`config.mk`:
```
export PLATFORM = sky130hd
export DESIGN_NAME = aq_cp0_lpmd_mc
export DESIGN_NICKNAME = d
export VERILOG_FILES = /design/src/rtl/aq_cp0_lpmd_mc.sv
export SDC_FILE = /design/constraint.sdc
export NUM_CORES = 1
export LEC_CHECK = 0
export CAP_MARGIN = 20
export CORE_MARGIN = 8
export CORE_UTILIZATION = 55
export CTS_BUF_LIST = sky130_fd_sc_hd__clkbuf_2 sky130_fd_sc_hd__clkbuf_4 sky130_fd_sc_hd__clkbuf_8
export CTS_CLUSTER_SIZE = 20
export DETAILED_ROUTE_END_ITERATION = 7
export PLACE_DENSITY = 0.95
export SETUP_SLACK_MARGIN = 0.15
export SLEW_MARGIN = 25
export SYNTH_ARGS = -nofsm -noshare
export SYNTH_HDL_FRONTEND = slang
export SYNTH_SLANG_ARGS = --single-unit
```
`constraint.sdc`:
```
create_clock -name lpmd_clk -period 5.6 [get_ports lpmd_clk]
set_input_delay 1.12 -clock lpmd_clk [delete_from_list [all_inputs] [get_ports lpmd_clk]]
set_output_delay 1.12 -clock lpmd_clk [all_outputs]
set_load 0.01 [all_outputs]
```
`src/rtl/aq_cp0_lpmd_mc.sv`:
```
// CP0 low-power-mode controller: quiesce handshake, mode drive, wake settle.
// Ports: WFI request/mode/acks/wakes in; sync req, lpmd_b, clk_en, stall out.
module aq_cp0_lpmd_mc #(
    parameter int ACK_NUM = 3,
    parameter int TO_W    = 8,
    parameter int WDLY_W  = 4
) (
    input  logic              lpmd_clk,
    input  logic              cpurst_b,
    input  logic              lpmd_req,
    input  logic [1:0]        lpmd_mode,
    input  logic [ACK_NUM-1:0] unit_no_op,
    input  logic              wake_int,
    input  logic              wake_dbg,
    input  logic              dbgon,
    input  logic              flush,
    input  logic [TO_W-1:0]   cfg_ack_to,
    input  logic [WDLY_W-1:0] cfg_wake_dly,
    output logic              lpmd_sync_req,
    output logic [1:0]        lpmd_b,
    output logic              in_lpmd,
    output logic              clk_en,
    output logic              lpmd_stall,
    output logic              lpmd_cmplt,
    output logic              ack_to_err,
    output logic [1:0]        cur_state
);

    typedef enum logic [1:0] {
        ST_IDLE = 2'b00,
        ST_WAIT = 2'b01,
        ST_LPMD = 2'b10,
        ST_WAKE = 2'b11
    } state_e;

    localparam logic [TO_W-1:0]   TO_ONE = TO_W'(1);
    localparam logic [WDLY_W-1:0] WD_ONE = WDLY_W'(1);

    state_e              state_q;
    logic [1:0]          mode_q;
    logic [ACK_NUM-1:0]  ack_mask_q;
    logic [ACK_NUM-1:0]  ack_mask_d;
    logic [TO_W-1:0]     to_cnt_q;
    logic [WDLY_W-1:0]   wake_cnt_q;
    logic [1:0]          lpmd_b_q;
    logic                in_lpmd_q;
    logic                clk_en_q;
    logic                cmplt_q;
    logic                to_err_q;

    logic all_ack;
    logic to_hit;
    logic wake_any;
    logic wdly_hit;

    // Mode 11 is reserved and falls back to plain wait.
    function automatic logic [1:0] enc(input logic [1:0] m);
        logic [1:0] r;
        case (m)
            2'b01:   r = 2'b01;
            2'b10:   r = 2'b10;
            default: r = 2'b00;
        endcase
        return r;
    endfunction

    // Acks are sticky so a unit may drop no_op once it has reported.
    assign ack_mask_d = ack_mask_q | unit_no_op;
    assign all_ack    = &ack_mask_d;
    assign to_hit     = (cfg_ack_to != '0) &&
                        (to_cnt_q == cfg_ack_to - TO_ONE);
    assign wake_any   = wake_int | wake_dbg | dbgon;
    assign wdly_hit   = (wake_cnt_q == cfg_wake_dly);

    always_comb begin
        lpmd_stall    = 1'b1;
        lpmd_sync_req = 1'b0;
        if (state_q == ST_IDLE) begin
            lpmd_stall = lpmd_req;
        end
        if (state_q == ST_WAIT) begin
            lpmd_sync_req = 1'b1;
        end
    end

    always_ff @(posedge lpmd_clk or negedge cpurst_b) begin
        if (!cpurst_b) begin
            state_q    <= ST_IDLE;
            mode_q     <= 2'b00;
            ack_mask_q <= '0;
            to_cnt_q   <= '0;
            wake_cnt_q <= '0;
            lpmd_b_q   <= 2'b11;
            in_lpmd_q  <= 1'b0;
            clk_en_q   <= 1'b1;
            cmplt_q    <= 1'b0;
            to_err_q   <= 1'b0;
        end else begin
            cmplt_q  <= 1'b0;
            to_err_q <= 1'b0;
            case (state_q)
                ST_IDLE: begin
                    if (lpmd_req && !dbgon) begin
                        state_q    <= ST_WAIT;
                        mode_q     <= lpmd_mode;
                        ack_mask_q <= '0;
                        to_cnt_q   <= '0;
                        wake_cnt_q <= '0;
                    end
                end
                ST_WAIT: begin
                    ack_mask_q <= ack_mask_d;
                    if (flush || dbgon) begin
                        state_q <= ST_IDLE;
                    end else if (all_ack) begin
                        // Entry wins over a timeout landing the same cycle.
                        state_q   <= ST_LPMD;
                        lpmd_b_q  <= enc(mode_q);
                        in_lpmd_q <= 1'b1;
                        clk_en_q  <= 1'b0;
                    end else if (to_hit) begin
                        state_q  <= ST_IDLE;
                        to_err_q <= 1'b1;
                    end else if (to_cnt_q != '1) begin
                        to_cnt_q <= to_cnt_q + TO_ONE;
                    end
                end
                ST_LPMD: begin
                    if (wake_any) begin
                        state_q   <= ST_WAKE;
                        lpmd_b_q  <= 2'b11;
                        in_lpmd_q <= 1'b0;
                        clk_en_q  <= 1'b1;
                    end
                end
                ST_WAKE: begin
                    wake_cnt_q <= wake_cnt_q + WD_ONE;
                    if (wdly_hit) begin
                        state_q <= ST_IDLE;
                        cmplt_q <= 1'b1;
                    end
                end
                default: begin
                    state_q <= ST_IDLE;
                end
            endcase
        end
    end

    assign lpmd_b     = lpmd_b_q;
    assign in_lpmd    = in_lpmd_q;
    assign clk_en     = clk_en_q;
    assign lpmd_cmplt = cmplt_q;
    assign ack_to_err = to_err_q;
    assign cur_state  = state_q;

endmodule
```
==> results.cfg <==
[synth]
yosys_most_used_dff = dfrtp_1
synth_edf_count = 0
avgSynthCellArea_um2 = 9.364
synthesis.instances = 157
yosysSeqAreaShare_pct = 42.81
synthesis.area_um2 = 1470
synth_nets = 185
yosysWarnings = 0
async_flop_share_pct = 100.0
yosys.area.top_type = dfrtp_1
synthTopCellsByArea = dfrtp_1, dfstp_2, nand2_1, mux2i_1, xnor2_1
synth.distinct_cells = 38
synth.ff_latch_count = 25
synth_top_area_share_pct = 37.45

[layout]
layout.nets = 219
ff_latch_area_um2 = 629.4
syn_to_final_growth_pct = 26.04
num-fill-cells = 164
num_antenna_cells = 0
multi_input_area_um2 = 812.0
drive_above_1_share_pct = 7.368
finalInstanceArea_um2 = 1853

[grt]
grt_use_total_pct = 16.00
grt_first_pass_wirelength_um = 5727
antenna_found_initial = 0
grt_pass1_vias = 1313
grt-ovfl-total = 0
grt_max_degree = 26

[floorplan]
start_util_pct = 58.81
io_pins = 34
fp.dieW_um = 67.70
coreArea_um2 = 2500
dieArea_um2 = 4583
fp.dieH_um = 67.70
num_rows = 18

[clock_tree]
clk_path_buf_depth = 2
cts_buffers = 3
cts_root_buf = clkbuf_4
postCtsHoldBufs = 0
clk_latency_ps = 320
clkSinkCount = 25
cts_resized = 0
cts_tree = yes
cts_htree_levels = 1
path_clk_slew_ps = 140
post_cts_buffers = 0

[drt]
drc = 0
avgViaCountPerCell = 5.909
wl_per_cell_um = 16.27
ant_nets = 0
wirelength_um = 3580
first_iter_violations = 58
vias = 1300
drt-pass1-iter-count = 4

[timing]
finalHoldViolations = 0
period_share_pct = 62.32
slew_violations = 0
fmax_ghz = 0.2865
grt_setup_unrepaired = no
relSlewSlack_pct = 49.25
whs_ps = 500.1
setup_viol = 0
tns_ps = 0
worst_slack_ps = 2110
fin_crit_ps = 3490
finClkSkew_ps = 8.903
worst_slew_pin_slew_ps = 755.5

[worst_setup_path]
cp_max_fo = 3
r2r_end = to_cnt_q[0]
ff2ff_setup_slack_ps = 3230
ff2ff_path_depth = 6
worstPathRequired_ps = 4480
reg2reg_from = cur_state[0]
cp.arrival_ps = 2370
cp-start-kind = input pin
critical_path_class = in2out
critPathCaptureType = output pin

[pwr]
ir_drop_mv = 0.3458
p_per_area_nw_per_um2 = 335.1
p_leak_nw = 0.8376

[hold_path]
hold_depth = 1
hold_end = in_lpmd
hold_path.class = reg2reg
min_from = in_lpmd

[placed_design]
placed_area_um2 = 1817
port_buffers = 33
place.gp.congestion = 0.8254
dp_hpwl_um = 2677
place_ws_ps = 2055

[run_status]
outcome = finished, final reports clean

[job]
drv_cap = 0
-- logic make-up after synthesis --
kind of cell | count (synthesis) | synth area share (%)
compound gates | 25 | 11.32
simple gates | 74 | 27.58
mux | 7 | 4.766
fa+ha+maj | 4 | 3.404
xor+xnor | 13 | 7.745
buf+inv | 9 | 2.383
flops | 25 | 42.81
-- critical path, cell delays in order --
cell             delay (ps)
clkdlybuf4s50_1         440
or3_1                   320
clkdlybuf4s50_1         500
-- per-layer routing --
layer,share of wire [%],vias to the layer above,GRT usage [%]
met3,5.1,2,5.629
met1,41,635,17.49
met5,0,-,0
met4,0.25,0,3.394
li1,-,634,-
met2,54,29,28.99
-- registers in the layout, summed over array words and instances, names as in the netlist, named ones only --
| name | count |
|---|---|
| ack_mask_q | 3 |
| ack_to_err | 1 |
| clk_en | 1 |
| cur_state | 1 |
| in_lpmd | 1 |
| lpmd_b | 2 |
| lpmd_cmplt | 1 |
| mode_q | 2 |
| to_cnt_q | 8 |
| wake_cnt_q | 4 |
-- area by class of cell --
class / count / share of cell area (%)
flip-flops and latches: 25 / 33.96
clock inverters: 1 / 0.4051
clock buffers: 3 / 1.215
inverters: 5 / 1.013
well taps: 30 / 2.026
multi-input cells: 123 / 43.82
repair buffers: 33 / 17.56
-- power by group --
group	internal [W]	switching, W
clock network	0.0000273	0.0000562
logic	0.000121	0.000116
registers	0.000240	0.0000600
total	0.000389	0.000232
-- worst max path at each step --
| stage | from | to | slack, ps |
|---|---|---|---|
| 6_report | lpmd_req | lpmd_stall | 2110 |
| 4_1_cts | lpmd_req | lpmd_stall | 2130 |
| 2_1_floorplan | cfg_ack_to[3] | to_cnt_q[0] | 2790 |
| 3_5_place_dp | cfg_ack_to[0] | to_cnt_q[0] | 2050 |
| 5_1_grt | lpmd_req | lpmd_stall | 2080 |
| 3_3_place_gp | lpmd_req | lpmd_stall | 2140 |
-- synthesized netlist by cell type, types with 2 or more instances --
cell type,number
or3_1,5
nand2_1,21
xnor2_1,8
a31oi_1,3
ha_1,4
nand3_1,8
nand2b_1,4
o21ai_0,6
nor4b_1,3
xor2_1,5
and3_1,5
dfstp_2,3
a21o_1,2
o211ai_1,2
dfrtp_1,22
mux2i_1,7
clkbuf_1,3
nor3_1,4
nor2b_1,2
inv_1,5
nor2_1,11
nand4_1,3
a21oi_1,5
nor4_1,2
-- layout by cell type, fill, tap and decap left out, types with 2 or more instances in the layout --
cell type / Yosys / final
clkdlybuf4s50_1: 0 / 32
dfrtp_1: 22 / 22
nand2_1: 21 / 21
nor2_1: 11 / 11
xnor2_1: 8 / 8
nand3_1: 8 / 8
mux2i_1: 7 / 7
o21ai_0: 6 / 6
inv_1: 5 / 5
or3_1: 5 / 5
xor2_1: 5 / 5
and3_1: 5 / 5
a21oi_1: 5 / 5
nor3_1: 4 / 4
nand2b_1: 4 / 4
ha_1: 4 / 4
a31oi_1: 3 / 3
nand4_1: 3 / 3
dfstp_2: 3 / 3
clkbuf_4: 0 / 3
o211ai_1: 2 / 2
nor2b_1: 2 / 2
nor4b_1: 3 / 2
nor4_1: 2 / 2
a21o_1: 2 / 2
-- stage by stage --
stage                     power (W)  utilization, %  cells
final                     0.0006209           74.12    220
after global routing      0.0006645           74.12    220
after CTS                 0.0006203           73.87    220
after detailed placement  0.0005355           72.67    216
after global placement    0.0005199           72.87    216
after floorplan           0.0004239               -    157
Note: power is estimated with default switching activity, not from simulation.
